## config.mk

```make
export PLATFORM = sky130hd
export DESIGN_NAME = neuron_mac
export DESIGN_NICKNAME = d
export VERILOG_FILES = /design/src/rtl/neuron_mac.sv
export SDC_FILE = /design/constraint.sdc
export NUM_CORES = 1
export LEC_CHECK = 0
export BUFFER_PORTS_ARGS = -buffer_cell sky130_fd_sc_hd__buf_2
export CORE_MARGIN = 4
export CORE_UTILIZATION = 50
export DETAILED_ROUTE_END_ITERATION = 10
export HOLD_SLACK_MARGIN = 0.15
export PLACE_DENSITY = 0.73
export SYNTH_ARGS = -nofsm -noshare
export SYNTH_HDL_FRONTEND = slang
export SYNTH_SLANG_ARGS = --single-unit
```

## constraint.sdc

```tcl
create_clock -name CLK -period 5.1 [get_ports CLK]
set_input_delay 0 -clock CLK [delete_from_list [all_inputs] [get_ports CLK]]
set_output_delay 0 -clock CLK [all_outputs]
set_load 0.01 [all_outputs]
```

## src/rtl/neuron_mac.sv

```systemverilog
// Single-neuron multiply-accumulate: streams N_INPUTS signed (x, w) pairs onto a bias,
// applies ReLU and hands the result downstream. Define SATURATE_EN for clamping accumulation.
module neuron_mac #(
    parameter int DATA_W   = 16,
    parameter int ACC_W    = 32,
    parameter int N_INPUTS = 8
) (
    input  logic              CLK,
    input  logic              reset,
    input  logic              start,
    input  logic [ACC_W-1:0]  bias,
    input  logic              in_valid,
    output logic              in_ready,
    input  logic [DATA_W-1:0] x,
    input  logic [DATA_W-1:0] w,
    output logic              out_valid,
    input  logic              out_ready,
    output logic [ACC_W-1:0]  result,
    output logic              busy
);
    localparam int CNT_W = $clog2(N_INPUTS + 1);
    localparam int P_W   = 2 * DATA_W;

    typedef enum logic [1:0] {
        IDLE     = 2'd0,
        ACCUM    = 2'd1,
        ACTIVATE = 2'd2,
        DONE     = 2'd3
    } state_t;

    state_t             state_q, state_d;
    logic [ACC_W-1:0]   acc_q, acc_d;
    logic [CNT_W-1:0]   count_q, count_d;
    logic [ACC_W-1:0]   result_q, result_d;
    logic               out_valid_q, out_valid_d;

    logic [P_W-1:0]     product;
    logic [ACC_W:0]     product_ext;
    logic [ACC_W:0]     sum_wide;
    logic [ACC_W-1:0]   acc_step;
    logic               overflow;

    // Sign-extended operands make the truncated unsigned product equal the signed product.
    assign product     = {{DATA_W{x[DATA_W-1]}}, x} * {{DATA_W{w[DATA_W-1]}}, w};
    assign product_ext = {{(ACC_W + 1 - P_W){product[P_W-1]}}, product};
    assign sum_wide    = {acc_q[ACC_W-1], acc_q} + product_ext;
    assign overflow    = sum_wide[ACC_W] ^ sum_wide[ACC_W-1];

`ifdef SATURATE_EN
    always_comb begin
        acc_step = sum_wide[ACC_W-1:0];
        if (overflow) begin
            acc_step = sum_wide[ACC_W] ? {1'b1, {(ACC_W-1){1'b0}}}
                                       : {1'b0, {(ACC_W-1){1'b1}}};
        end
    end
`else
    logic unused_overflow;
    assign unused_overflow = overflow;
    assign acc_step        = sum_wide[ACC_W-1:0];
`endif

    always_comb begin
        state_d     = state_q;
        acc_d       = acc_q;
        count_d     = count_q;
        result_d    = result_q;
        out_valid_d = out_valid_q;
        case (state_q)
            IDLE: begin
                if (start) begin
                    acc_d   = bias;
                    count_d = '0;
                    state_d = ACCUM;
                end
            end
            ACCUM: begin
                if (in_valid) begin
                    acc_d   = acc_step;
                    count_d = count_q + 1'b1;
                    if (count_q == CNT_W'(N_INPUTS - 1)) begin
                        state_d = ACTIVATE;
                    end
                end
            end
            ACTIVATE: begin
                result_d    = acc_q[ACC_W-1] ? '0 : acc_q;
                out_valid_d = 1'b1;
                state_d     = DONE;
            end
            DONE: begin
                if (out_ready) begin
                    out_valid_d = 1'b0;
                    state_d     = IDLE;
                end
            end
            default: state_d = IDLE;
        endcase
    end

    always_ff @(posedge CLK or posedge reset) begin
        if (reset) begin
            state_q     <= IDLE;
            acc_q       <= '0;
            count_q     <= '0;
            result_q    <= '0;
            out_valid_q <= 1'b0;
        end else begin
            state_q     <= state_d;
            acc_q       <= acc_d;
            count_q     <= count_d;
            result_q    <= result_d;
            out_valid_q <= out_valid_d;
        end
    end

    assign in_ready  = (state_q == ACCUM);
    assign busy      = (state_q != IDLE);
    assign out_valid = out_valid_q;
    assign result    = result_q;
endmodule

```

==> impl_metrics.env, run 1 <==
export IMPL_fillers=2272
export IMPL_min_to="acc_q[28]"
export IMPL_finalClockSkew_ps=7.59
export IMPL_hp_class="primary input to register"
export IMPL_crit_slowest_cell="fa_2"
export IMPL_rsz0062_at_grt="true"
export IMPL_crit_required_ps=5290
export IMPL_cts_buffer_depth=2
export IMPL_dpl_worst_slack_ps=-564
export IMPL_grt_overflow=0
export IMPL_mostFrequentLayoutCell="inv_1"
export IMPL_initial_utilization=0.505
export IMPL_coreArea_mm2=0.0278
export IMPL_ioPinCount=104
export IMPL_multi_input_area_mm2=0.0110
export IMPL_worst_slack_ps=-64.6
export IMPL_drt_total_wl_um=34400
export IMPL_dp_hpwl_um=29500
export IMPL_crit_path_frequent_cell="fa_1"
export IMPL_ff2ff_path_depth=19
export IMPL_worst_ep_arrival_time_ps=5360
export IMPL_drc=0
export IMPL_die_x_um=176
export IMPL_max_stage_delay_ps=560
export IMPL_synth_area_mm2=0.0140
export IMPL_grt_pass1_vias=11900
export IMPL_synth_avg_cell_area_um2=9.20
export IMPL_timing_rr_start="acc_q[15]"
export IMPL_clkTransAtPathRegs_ps=50
export IMPL_finalCritPeriodShare=1.01
export IMPL_firstDrtPassIters=8
export IMPL_die_h_um=176
export IMPL_cts_sinks=70
export IMPL_ys_flop_type="dfrtp_1"
export IMPL_rows=61
export IMPL_synth_seq_area_share=0.125
export IMPL_num_antenna_cells=0
export IMPL_numPortBuffers=102
export IMPL_drtIter0Drc=659
export IMPL_cts_root_buf="clkbuf_16"
export IMPL_syn_num_nets=1991
export IMPL_setup_viol=5
export IMPL_yosysWarnings=0
export IMPL_syn_to_final_growth_pct=22.8
export IMPL_dp_cells=2104
export IMPL_worstMarginPinSlew_ps=913
export IMPL_final_cell_mix="364 x inv_1, 285 x fa_1, 189 x nand2_1"
export IMPL_path_class="primary input to register"
export IMPL_cts_buffers=9
export IMPL_min_period_ps=5160
export IMPL_vias_per_cell=5.14
export IMPL_hold_viol_final=0
export IMPL_grt_pass1_wl_um=57800
export IMPL_synth_edf_count=0
export IMPL_reg2reg_setup_slack_ps=60
export IMPL_max_freq_mhz=194
export IMPL_hold_worst_slack_ps=298
export IMPL_grt_start_max_net_pins=71
export IMPL_slew_violations=0
export IMPL_syn_inst=1526
export IMPL_gp_congestion=0.895
export IMPL_synth_distinct_cells=60
export IMPL_nets=2249
export IMPL_final_layout_size_suffix_gt1_frac=0.205
export IMPL_hold_path_depth=3
export IMPL_clk_insertion_delay_late_ps=330
export IMPL_regArea_mm2=0.00175
export IMPL_grtUsageTotal=0.232
export IMPL_synthArstFlopShare=1.00
export IMPL_violations="negative setup slack"
export IMPL_finalNonFillerCells=2167
export IMPL_worstSetupEndpointType="register"
export IMPL_path_cells="buf_6 -> and2_4 -> fa_2 -> fa_1 -> inv_1 -> fa_1 -> inv_1 -> fa_1 -> fa_1 -> inv_1 -> fa_1 -> inv_1 -> ha_4 -> nand4_1 -> buf_4 -> nor2_4 -> nand2_2 -> o311ai_4 -> nand3_4 -> o211ai_2 -> mux2i_1 -> a221oi_2"
export IMPL_cp_max_fo=12
export IMPL_status="finished, violations left"
export IMPL_num_vias=11100
export IMPL_worst_setup_path_start_kind="primary input"
export IMPL_slew_headroom=0.392
export IMPL_ant_nets=0
export IMPL_max_cap_violations=0
export IMPL_cts_max_level=3
export IMPL_antenna_found_initial=0
export IMPL_r2r_end="acc_q[30]"
export IMPL_routedWlPerCell_um=15.9
export IMPL_ys_ff_latch=70
export IMPL_cts_tree="built"
export IMPL_die_area_mm2=0.0308
export IMPL_hp_start="in_valid"
export IMPL_critical_path_startpoint="w[3]"
-- logic make-up (layout without fill, tap and decap cells) --
family	Yosys count	in the layout	share of synthesized area
buf+inv	430	693	0.116
simple gates	405	405	0.139
fa+ha+maj	396	396	0.509
compound gates	182	182	0.0841
flops	70	70	0.125
xor+xnor	36	36	0.0225
mux	6	6	0.00428
other cells	1	1	0.000267
-- repair_timing --
action | CTS | global route
endpoints found under the hold margin | 105 | 0
endpoints found under the setup margin | 11 | 16
gates resized for setup | 34 | 80
pin swaps | 17 | 48
setup buffers | 6 | 5
hold buffers | 36 | 0
-- layout make-up --
cell class	count	area share
Clock buffer	11	0.0147
Sequential cell	70	0.102
Timing Repair Buffer	301	0.132
Inverter	376	0.0819
Clock inverter	5	0.00472
Multi-Input combinational cell	1026	0.638
Tap cell	378	0.0274
-- how the worst max path moves through the flow --
stage	to	cells past startpoint
2_1_floorplan	acc_q[29]	22
3_3_place_gp	acc_q[29]	20
3_5_place_dp	acc_q[29]	20
4_1_cts	acc_q[28]	23
5_1_grt	acc_q[28]	23
6_report	acc_q[28]	22
-- layer usage --
metal,GRT usage,share of wire,up-vias
li1,-,-,5078
met1,0.295,0.40,5677
met2,0.422,0.53,308
met3,0.0252,0.038,77
met4,0.0634,0.030,0
met5,0,0,-
-- sequential cells by signal, indices dropped and copies added (netlist names) --
register / count
out_valid: 1
acc_q: 32
result: 31
state_q: 2
count_q: 4
-- worst max-delay path: cells and delay by family --
| kind | cells | cell delay [ps] |
|---|---|---|
| adders and majority gates | 7 | 3360 |
| muxes | 1 | 230 |
| buffers and inverters | 6 | 530 |
| and+or+nand+nor | 5 | 620 |
| AOI/OAI and AO/OA | 3 | 600 |
-- synthesized netlist by cell type, types with 5 or more instances --
library cell | instances | area, um2
nand2b_1 | 10 | 62.6
nor3_1 | 10 | 50.1
a21o_1 | 12 | 90.1
nand3_1 | 5 | 25.0
a211oi_1 | 6 | 45.0
fa_1 | 292 | 5850
mux2i_1 | 6 | 60.1
o22ai_1 | 15 | 93.8
nor2_1 | 33 | 124
o21ai_1 | 8 | 40.0
dfrtp_1 | 70 | 1750
and2_1 | 123 | 769
a21oi_1 | 47 | 235
o21ai_0 | 52 | 260
clkbuf_1 | 49 | 184
inv_1 | 376 | 1410
xor2_1 | 13 | 114
and3_1 | 8 | 50.1
xnor2_1 | 23 | 201
nand2_1 | 198 | 743
ha_1 | 104 | 1300
-- stage by stage --
| stage | util | area (um2) | setup TNS [ps] |
|---|---|---|---|
| 6_report | 0.621 | 17200 | -148 |
| 2_1_floorplan | - | 14300 | -483 |
| 3_3_place_gp | 0.580 | 16100 | -5450 |
| 3_5_place_dp | 0.580 | 16100 | -6560 |
| 5_1_grt | 0.621 | 17200 | -1610 |
| 4_1_cts | 0.610 | 17000 | -363 |
Power of run 1 is left out: the tool's default activity adds up to more than one toggle a clock period on the data nets, which glitch-free logic cannot reach.
==> run 2: changes to the inputs <==
--- a/config.mk
+++ b/config.mk
@@ -5,6 +5,8 @@
 export SDC_FILE = /design/constraint.sdc
 export NUM_CORES = 1
 export LEC_CHECK = 0
+export ABC_AREA = 1
+export ABC_CLOCK_PERIOD_IN_PS = 5100
 export BUFFER_PORTS_ARGS = -buffer_cell sky130_fd_sc_hd__buf_2
 export CORE_MARGIN = 4
 export CORE_UTILIZATION = 50
==> run 2 against run 1 <==
The run now ends clean. Die area rose by 5.8%. Global-route usage rose by 1.7 points. First-iteration DRC count up 3.2%. Critical path depth rose by 4. Register-to-register slack better by 350 ps. Via count is 10% higher. Setup slack better by 270 ps. Area after synthesis rose by 6.1%. Worst hold slack worse by 65 ps. Non-clock buffer count decreased by 33.
==> impl_metrics.env, run 2 <==
export IMPL_crit_slowest_cell="fa_1"
export IMPL_regArea_mm2=0.00175
export IMPL_gp_congestion=0.941
export IMPL_yosys_mux_area_fraction=0
export IMPL_fillers=2519
export IMPL_synth_area_mm2=0.0149
export IMPL_setup_viol=0
export IMPL_finalCritPeriodShare=0.960
export IMPL_yosys_top_cells_count="561 x inv_1, 431 x nand2_1, 292 x fa_1, 104 x ha_1, 79 x nor2_1"
export IMPL_yosys_area_share_simple=0.171
export IMPL_numPortBuffers=102
export IMPL_worstSetupEndpointType="register"
export IMPL_synth_seq_area_share=0.118
export IMPL_nets=2559
export IMPL_grt_start_max_net_pins=71
export IMPL_clkTransAtPathRegs_ps=60
export IMPL_crit_required_ps=5330
export IMPL_die_area_mm2=0.0326
export IMPL_met2RoutedLength_um=18700
export IMPL_vias_per_cell=4.95
export IMPL_synth_top_area_cell="fa_1"
export IMPL_final_layout_size_suffix_gt1_frac=0.167
export IMPL_hold_viol_final=0
export IMPL_cts_buffer_depth=2
export IMPL_yosysTopAreaCellShare=0.392
export IMPL_multi_input_area_mm2=0.0110
export IMPL_synth_most_common_cell="inv_1"
export IMPL_dr_wl_met3_um=1850
export IMPL_grtUsageTotal=0.249
export IMPL_grt_overflow=0
export IMPL_finalClockSkew_ps=8.93
export IMPL_rows=62
export IMPL_synth_fa_ha_area_frac=0.480
export IMPL_met1_length_um=18000
export IMPL_syn_inst=1896
export IMPL_synth_top_family_by_area="adder cells"
export IMPL_cts_max_level=3
export IMPL_rsz0062_at_grt="true"
export IMPL_cts_tree="built"
export IMPL_dp_hpwl_um=33200
export IMPL_grt_pass1_wl_um=66500
export IMPL_die_h_um=181
export IMPL_clk_insertion_delay_late_ps=340
export IMPL_drt_total_wl_um=39300
export IMPL_worst_setup_path_start_kind="primary input"
export IMPL_synthArstFlopShare=1.00
export IMPL_cp_max_fo=10
export IMPL_ioPinCount=104
export IMPL_antenna_found_initial=0
export IMPL_grt_pass1_vias=13300
export IMPL_worstMarginPinSlew_ps=890
export IMPL_die_x_um=181
export IMPL_cts_root_buf="clkbuf_16"
export IMPL_regMostFlops="acc_q"
export IMPL_cp_top_family="adder cells"
export IMPL_ant_nets=0
export IMPL_worst_ep_arrival_time_ps=5130
export IMPL_slew_headroom=0.407
export IMPL_synthXorXnorAreaFrac=0.00705
export IMPL_routedWlPerCell_um=15.8
export IMPL_path_class="primary input to register"
export IMPL_syn_to_final_growth_pct=18.6
export IMPL_drc=0
export IMPL_firstDrtPassIters=5
export IMPL_synth_top_cells_by_area="fa_1 39%, inv_1 14%, dfrtp_1 12%, nand2_1 11%, ha_1 8.7%"
export IMPL_fin_util=0.607
export IMPL_crit_buf_inv=10
export IMPL_max_cap_violations=0
export IMPL_top_layer="met4"
export IMPL_min_period_ps=4900
export IMPL_cts_buffers=9
export IMPL_cts_sinks=70
export IMPL_synth_avg_cell_area_um2=7.86
export IMPL_yosysWarnings=0
export IMPL_ys_flop_type="dfrtp_1"
export IMPL_num_antenna_cells=0
export IMPL_synth_edf_count=0
export IMPL_synth_distinct_cells=42
export IMPL_mostFrequentLayoutCell="inv_1"
export IMPL_slew_violations=0
export IMPL_coreArea_mm2=0.0291
export IMPL_largest_reg_flops=32
export IMPL_initial_utilization=0.512
export IMPL_max_freq_mhz=204
export IMPL_final_cell_mix="552 x inv_1, 421 x nand2_1, 286 x fa_1"
export IMPL_status="finished, final reports clean"
export IMPL_max_stage_delay_ps=500
export IMPL_syn_num_nets=2361
export IMPL_hp_class="primary input to register"
export IMPL_num_vias=12300
export IMPL_drtIter0Drc=680
export IMPL_ys_ff_latch=70
export IMPL_synth_compound_area_frac=0.0573
## run 2: cell types whose count changed in the layout (fill, tap and decap cells not counted), moves of 14 or more
cell	delta
o21ai_1	+14
and2_1	-111
nand2_1	+232
nor2_1	+33
inv_1	+188
xnor2_1	-17
a21oi_1	-17
buf_6	-18
nand3_1	+58
## run 2: logic make-up after synthesis
| group | count (synthesis) |
|---|---|
| AO/OA/AOI/OAI | 149 |
| buffers and inverters | 646 |
| adder cells (fa/ha/maj) | 396 |
| XOR/XNOR | 12 |
| other | 1 |
| flip-flops | 70 |
| AND/OR/NAND/NOR | 622 |
## run 2: area by class of cell
class                   instances  share of cell area
flip-flops and latches         70              0.0991
repair buffers                268               0.113
inverters                     565               0.121
clock buffers                   9              0.0127
well taps                     384              0.0272
multi-input cells            1180               0.624
clock inverters                 7             0.00319
## run 2: per-layer routing
| layer | global-route usage | vias to the layer above |
|---|---|---|
| li1 | - | 5858 |
| met1 | 0.362 | 6017 |
| met2 | 0.408 | 357 |
| met3 | 0.0230 | 51 |
| met4 | 0.0590 | 0 |
| met5 | 0 | - |
## run 2: stage by stage
stage          setup TNS [ps]  std cells  cell area (um2)  setup WS, ps  hold WS, ps
2_1_floorplan               0       1896            14900          9.11          107
3_3_place_gp            -4660       2427            16500          -346          211
3_5_place_dp            -5060       2427            16500          -411          219
4_1_cts                     0       2477            17200          2.14          165
5_1_grt                 -50.2       2483            17700         -23.2          271
6_report                    0       2483            17700           203          233
## run 2: final timing paths
path                             from          to  slack (ps)  depth (start not counted)
max in group asynchronous       reset   acc_q[31]        4050                          4
hold reg to reg            count_q[0]  count_q[0]         530                          1
setup / recovery                w[15]   acc_q[30]         200                         26
hold / removal                  start   acc_q[24]         230                          7
setup reg to reg            acc_q[15]   acc_q[22]         410                         20
min in group asynchronous       reset   result[6]         450                          4
## run 2: worst register-to-register path, cell delays in order, from the launching register on
cell	delay (ps)
dfrtp_1	360
inv_1	170
fa_1	440
inv_1	90
fa_1	440
fa_1	490
fa_1	570
inv_1	50
fa_1	500
inv_2	50
ha_4	300
nand2_1	70
inv_2	90
nand2_1	80
nor2_1	210
nand4_1	230
nand3_1	150
nand2_1	50
nand3_1	80
nand2_1	60
o21ai_1	140
## run 2: repair_timing
action / CTS / global route
setup endpoints to repair: 5 / 20
setup buffers: 0 / 6
gates resized for setup: 8 / 143
pin swaps: 0 / 32
hold buffers: 34 / 0
endpoints found under the hold margin: 105 / 0
Power of run 2 is left out for the same reason.
